## src/rtl/fsm_seq_if.sv

```systemverilog
// Sequencer handshake bundle: advance enable, decode inputs, state and strobes.
interface fsm_seq_if;
  logic       RDY;
  logic       ACC, ALU, CI, IMM, LD, W, ZP, ZPY;
  logic [2:0] STATE;
  logic [2:0] CYC;
  logic       SYNC, RW, IRLD, PCINC, ADLLD, ADHLD, IDXE, CIL;

  modport master (
    output RDY, ACC, ALU, CI, IMM, LD, W, ZP, ZPY,
    input  STATE, CYC, SYNC, RW, IRLD, PCINC, ADLLD, ADHLD, IDXE, CIL
  );

  modport slave (
    input  RDY, ACC, ALU, CI, IMM, LD, W, ZP, ZPY,
    output STATE, CYC, SYNC, RW, IRLD, PCINC, ADLLD, ADHLD, IDXE, CIL
  );
endinterface

```

## src/rtl/fsm_seq.sv

```systemverilog
// Instruction cycle sequencer: walks fetch/decode/address/memory/execute states,
// gated by RDY, with decode flags latched when leaving DECODE.
module fsm_seq (
  input  logic [4:0]  LOGISIM_CLOCK_TREE_0,
  input  logic        RSTN,
  fsm_seq_if.slave    bus
);

  typedef enum logic [2:0] {
    FETCH   = 3'd0,
    DECODE  = 3'd1,
    ADDR_LO = 3'd2,
    ADDR_HI = 3'd3,
    IDX     = 3'd4,
    READ    = 3'd5,
    EXEC    = 3'd6,
    WRITE   = 3'd7
  } state_t;

  typedef struct packed {
    logic acc, alu, ci, imm, ld, w, zp, zpy;
  } flags_t;

  logic   clk;
  state_t state_q, state_d, nxt;
  state_t mem_st, eff_st;
  flags_t flags_q, flags_d, flags_in;
  logic [2:0] cyc_q, cyc_d;
  logic   rdy;

  assign clk = LOGISIM_CLOCK_TREE_0[4];
  assign rdy = bus.RDY;

  // Only the global clock bit drives logic; LD is latched but has no sequencing effect.
  logic unused_bits;
  assign unused_bits = ^{LOGISIM_CLOCK_TREE_0[3:0], flags_q.ld};

  assign flags_in = '{acc: bus.ACC, alu: bus.ALU, ci: bus.CI, imm: bus.IMM,
                      ld: bus.LD, w: bus.W, zp: bus.ZP, zpy: bus.ZPY};

  always_ff @(posedge clk) begin
    if (!RSTN) begin
      state_q <= FETCH;
      cyc_q   <= 3'd0;
      flags_q <= '0;
    end else begin
      state_q <= state_d;
      cyc_q   <= cyc_d;
      flags_q <= flags_d;
    end
  end

  always_comb begin
    state_d = state_q;
    cyc_d   = cyc_q;
    flags_d = flags_q;
    mem_st  = (flags_q.w && !flags_q.alu) ? WRITE : READ;
    nxt     = FETCH;
    case (state_q)
      FETCH:   nxt = DECODE;
      // Flags are not latched yet, so decode from the live inputs.
      DECODE:  nxt = (bus.IMM || bus.ACC) ? EXEC : ADDR_LO;
      ADDR_LO: nxt = !flags_q.zp ? ADDR_HI : (flags_q.zpy ? IDX : mem_st);
      ADDR_HI: nxt = mem_st;
      IDX:     nxt = mem_st;
      READ:    nxt = flags_q.alu ? EXEC : FETCH;
      EXEC:    nxt = (flags_q.w && flags_q.alu && !flags_q.imm && !flags_q.acc)
                     ? WRITE : FETCH;
      WRITE:   nxt = FETCH;
      default: nxt = FETCH;
    endcase
    if (rdy) begin
      state_d = nxt;
      cyc_d   = (nxt == FETCH) ? 3'd0 : cyc_q + 3'd1;
      if (state_q == DECODE) flags_d = flags_in;
    end
  end

  // While reset is held the outputs already present the FETCH view.
  always_comb begin
    eff_st    = RSTN ? state_q : FETCH;
    bus.STATE = state_q;
    bus.CYC   = cyc_q;
    bus.SYNC  = (eff_st == FETCH);
    bus.RW    = (eff_st != WRITE);
    bus.IRLD  = rdy && (eff_st == FETCH);
    bus.PCINC = rdy && ((eff_st == FETCH) || (eff_st == ADDR_LO) || (eff_st == ADDR_HI) ||
                        ((eff_st == EXEC) && flags_q.imm));
    bus.ADLLD = rdy && (eff_st == ADDR_LO);
    bus.ADHLD = rdy && (eff_st == ADDR_HI);
    bus.IDXE  = rdy && (eff_st == IDX);
    bus.CIL   = rdy && (eff_st == EXEC) && flags_q.ci;
  end

endmodule

```

## src/flat_wrapper.sv

```systemverilog
// flat-port wrapper written by rule: the top's interface ports become plain ports
module fsm_seq_flat 
  (LOGISIM_CLOCK_TREE_0, RSTN, bus_RDY, bus_ACC, bus_ALU, bus_CI, bus_IMM, bus_LD, bus_W, bus_ZP, bus_ZPY, bus_STATE, bus_CYC, bus_SYNC, bus_RW, bus_IRLD, bus_PCINC, bus_ADLLD, bus_ADHLD, bus_IDXE, bus_CIL);
  fsm_seq_if bus_i ();
  input  logic [4:0] LOGISIM_CLOCK_TREE_0;
  input  logic RSTN;
  input wire logic [$bits(bus_i.RDY)-1:0] bus_RDY;
  input wire logic [$bits(bus_i.ACC)-1:0] bus_ACC;
  input wire logic [$bits(bus_i.ALU)-1:0] bus_ALU;
  input wire logic [$bits(bus_i.CI)-1:0] bus_CI;
  input wire logic [$bits(bus_i.IMM)-1:0] bus_IMM;
  input wire logic [$bits(bus_i.LD)-1:0] bus_LD;
  input wire logic [$bits(bus_i.W)-1:0] bus_W;
  input wire logic [$bits(bus_i.ZP)-1:0] bus_ZP;
  input wire logic [$bits(bus_i.ZPY)-1:0] bus_ZPY;
  output wire logic [$bits(bus_i.STATE)-1:0] bus_STATE;
  output wire logic [$bits(bus_i.CYC)-1:0] bus_CYC;
  output wire logic [$bits(bus_i.SYNC)-1:0] bus_SYNC;
  output wire logic [$bits(bus_i.RW)-1:0] bus_RW;
  output wire logic [$bits(bus_i.IRLD)-1:0] bus_IRLD;
  output wire logic [$bits(bus_i.PCINC)-1:0] bus_PCINC;
  output wire logic [$bits(bus_i.ADLLD)-1:0] bus_ADLLD;
  output wire logic [$bits(bus_i.ADHLD)-1:0] bus_ADHLD;
  output wire logic [$bits(bus_i.IDXE)-1:0] bus_IDXE;
  output wire logic [$bits(bus_i.CIL)-1:0] bus_CIL;
  assign bus_i.RDY = bus_RDY;
  assign bus_i.ACC = bus_ACC;
  assign bus_i.ALU = bus_ALU;
  assign bus_i.CI = bus_CI;
  assign bus_i.IMM = bus_IMM;
  assign bus_i.LD = bus_LD;
  assign bus_i.W = bus_W;
  assign bus_i.ZP = bus_ZP;
  assign bus_i.ZPY = bus_ZPY;
  assign bus_STATE = bus_i.STATE;
  assign bus_CYC = bus_i.CYC;
  assign bus_SYNC = bus_i.SYNC;
  assign bus_RW = bus_i.RW;
  assign bus_IRLD = bus_i.IRLD;
  assign bus_PCINC = bus_i.PCINC;
  assign bus_ADLLD = bus_i.ADLLD;
  assign bus_ADHLD = bus_i.ADHLD;
  assign bus_IDXE = bus_i.IDXE;
  assign bus_CIL = bus_i.CIL;
  fsm_seq u_core (.LOGISIM_CLOCK_TREE_0(LOGISIM_CLOCK_TREE_0), .RSTN(RSTN), .bus(bus_i));
endmodule
```

## config.mk

```make
export PLATFORM = sky130hd
export DESIGN_NAME = fsm_seq_flat
export DESIGN_NICKNAME = d
export VERILOG_FILES = /design/src/rtl/fsm_seq_if.sv /design/src/rtl/fsm_seq.sv /design/src/flat_wrapper.sv
export SDC_FILE = /design/constraint.sdc
export NUM_CORES = 1
export LEC_CHECK = 0
export CAP_MARGIN = 20
export CORE_MARGIN = 2
export CORE_UTILIZATION = 42
export DETAILED_ROUTE_END_ITERATION = 12
export GPL_TIMING_DRIVEN = 0
export MAX_ROUTING_LAYER = met4
export PLACE_DENSITY = 0.77
export SLEW_MARGIN = 10
export SYNTH_ARGS = -nofsm -noshare
export SYNTH_HDL_FRONTEND = slang
export SYNTH_SLANG_ARGS = --single-unit
```

## constraint.sdc

```tcl
create_clock -name LOGISIM_CLOCK_TREE_0 -period 2 [get_ports LOGISIM_CLOCK_TREE_0]
set_input_delay 0.3 -clock LOGISIM_CLOCK_TREE_0 [delete_from_list [all_inputs] [get_ports LOGISIM_CLOCK_TREE_0]]
set_output_delay 0.3 -clock LOGISIM_CLOCK_TREE_0 [all_outputs]
set_load 0.01 [all_outputs]
```

==> reports/metrics.cfg <==
[status]
status=completed

[route]
vias_per_cell=5.312
wirelength_um=1768
detail_route.drc_violations=0
dr_wl_met3_um=88
wl_per_cell_um=12.54
antenna_left=0
wl_met1_um=836
drtIter0Drc=21
routed.top_layer=met4
drt_pass1_iterations=4
wl_met2_um=837
num_vias=749

[die]
die_h_um=46.53
die_x_um=46.53
core_um2=1708
floorplan.initialDensity_pct=44.47
ios=29
rows=15
die_area_um2=2165

[power_and_ir_drop]
total_power_uw=607.8
ir_drop_uv=382.9
power_frac_seq_pct=47.8
p_switching_uw=177.4
internal-power_uw=430.4
switching_share_pct=29.19
power.density_nw_per_um2=570.8
p_clk_share_pct=26.6
comb_power_share_pct=25.5
p_leak_nw=0.4156

[finish]
post-route-util_pct=62.34
design_area_um2=1065
syn_to_final_growth_pct=40.20
drive_above_1_share_pct=14.66
layout_common_cells=clkdlybuf4s50_1, nor2b_1, dfxtp_1
layout_commonest_cell=clkdlybuf4s50_1
antenna_cells=0
nNetsFinal=133

[sta]
slew_headroom_pct=64.30
max_freq_mhz=534.4
min_period_over_period_pct=93.56
skew_ns=0.009240
hold_ws_ns=0.4302
setup_ws_ns=0.1288
setup_viol=0
layout_min_cycle_time_ns=1.871
hold_violations=0
drv_slew=0
worst_pin_slew_ns=0.5355
rsz0062_at_grt=false

[cts]
cts_setup_buffers=0
clk_pin_slew_worst_paths_ns=0.09
cts_resized=18
cts.htree.levels=1
postCtsHoldBufs=0
cts_max_path_buffers=2
cts_tree=yes
root_buffer=clkbuf_4
cts_sinks=13
clock_latency_ns=0.27
cts_made_buffers=3

[critical_path]
slowest_delay_ns=0.56
path_class=reg2reg
startpoint_type=flip-flop
crit_slowest_cell=or4_4
path_cells=and3b_1, o211a_1, or4_4, nor3_4, o22ai_1
reg2reg_slack_ns=0.13
crit_fanout=9
path_delay_family=simple AND/OR/NAND/NOR gates
cp-end-kind=flip-flop
crit_arrival_ns=2.04
crit_buf_inv=0
regToRegStartpoint=u_core.bus.STATE[2]
cp.required_ns=2.17
r2r_cells=5
timing.rr.end=u_core.bus.CYC[1]
critical_path_depth=5

[global_routing]
track_usage_pct=18.77
antenna_found_initial=0
grt_remaining_overflow=0
grt_pass1_vias=657
grt_max_degree=11
grt_pass1_wl_um=2815

[worst_hold_path]
hold_start=RSTN
worstHoldPathCells=2
min_path_type=in2reg
hold_end=u_core.bus.STATE[1]

[logic_synthesis]
syn_inst=90
yosysSeqAreaShare_pct=34.27
synth_area_um2=759.5
synth-seq-cells=13
yosysUniqueCellTypes=32
ys_warn_count=0
synth_nets=106
syn_avg_cell_area_um2=8.439

[place]
io_buffers=22
dp_hpwl_um=1295
gp_routability_congestion=0.7961
pre_cts_ws_ns=-0.2534
dpl-instance-area_um2=1011

[flow_run]
maxCapViolations=0

cells in the mapped netlist:
| library cell | instances | area [µm²] |
|---|---|---|
| a221o_1 | 1 | 10.01 |
| xnor2_1 | 1 | 8.760 |
| nor3_4 | 1 | 16.27 |
| o211a_1 | 1 | 10.01 |
| a22oi_1 | 1 | 7.510 |
| o21ai_1 | 1 | 5.000 |
| nor4b_1 | 1 | 8.760 |
| and3b_1 | 1 | 8.760 |
| or3b_2 | 2 | 17.52 |
| or3_1 | 1 | 6.260 |
| o21ai_0 | 8 | 40.04 |
| nor2b_1 | 11 | 68.82 |
| nor3_1 | 1 | 5.000 |
| nand4_1 | 2 | 12.51 |
| o22ai_1 | 1 | 6.260 |
| o31ai_1 | 1 | 7.510 |
| nor2_1 | 2 | 7.510 |
| ha_1 | 1 | 12.51 |
| nand2b_1 | 1 | 6.260 |
| inv_1 | 2 | 7.510 |
| dfxtp_1 | 13 | 260.3 |
| mux2i_1 | 8 | 80.08 |
| a21oi_1 | 6 | 30.03 |
| nor4_1 | 1 | 6.260 |
| and2_1 | 1 | 6.260 |
| nand3b_1 | 2 | 15.01 |
| nand2_1 | 5 | 18.77 |
| clkbuf_1 | 6 | 22.52 |
| or4_4 | 1 | 11.26 |
| nand3_1 | 2 | 10.01 |
| buf_1 | 1 | 3.750 |
| nor3b_1 | 3 | 22.52 |
layout make-up:
cell class,instances,area (µm²)
Timing Repair Buffer,22,219.0
Fill cell,143,643.1
Multi-Input combinational cell,68,470.5
Clock inverter,1,5.005
Sequential cell,13,266.5
Tap cell,25,31.28
Buffer,7,42.54
Inverter,2,7.507
Clock buffer,3,22.52
sequential cells by signal (all words and copies together), names as in the netlist:
| name | count |
|---|---|
| u_core.bus.CYC | 3 |
| u_core.flags_q | 7 |
| u_core.bus.STATE | 3 |
per-stage QoR:
| stage | instances | setup TNS (ns) |
|---|---|---|
| 6_report | 141 | 0 |
| 5_1_grt | 141 | 0 |
| 2_1_floorplan | 90 | 0 |
| 3_3_place_gp | 137 | -0.7679 |
| 4_1_cts | 141 | 0 |
| 3_5_place_dp | 137 | -0.8445 |
layer usage:
metal  GRT usage [%]  vias to the layer above
met2           28.61                       23
met1           24.47                      348
li1                -                      376
met3           4.706                        2
met5               -                        -
met4           5.143                        0
worst max-delay path by stage:
stage / startpoint / endpoint
global route: u_core.bus.STATE[2] / bus_ADHLD
finish: u_core.bus.STATE[2] / u_core.bus.CYC[1]
detailed placement: bus_RDY / bus_IDXE
global placement: bus_RDY / bus_PCINC
floorplan: u_core.bus.STATE[2] / u_core.bus.CYC[1]
CTS: u_core.bus.STATE[2] / bus_CIL
logic make-up (layout without fill, tap and decap cells):
family / Yosys count / count (layout) / synth area share [%]
simple gates: 38 / 38 / 32.62
compound gates: 20 / 20 / 15.32
flops: 13 / 13 / 34.27
buf+inv: 9 / 35 / 4.448
mux: 8 / 8 / 10.54
fa+ha+maj: 1 / 1 / 1.647
xor+xnor: 1 / 1 / 1.153
power groups by stage:
stage | clock, mW | combinational, mW | sequential [mW]
after global routing | 0.184 | 0.170 | 0.293
after floorplan | 0 | 0.0881 | 0.296
after global placement | 0 | 0.149 | 0.296
after detailed placement | 0 | 0.152 | 0.296
after CTS | 0.169 | 0.155 | 0.291
final | 0.162 | 0.155 | 0.291
No activity file was read; power rests on OpenSTA's default activity.
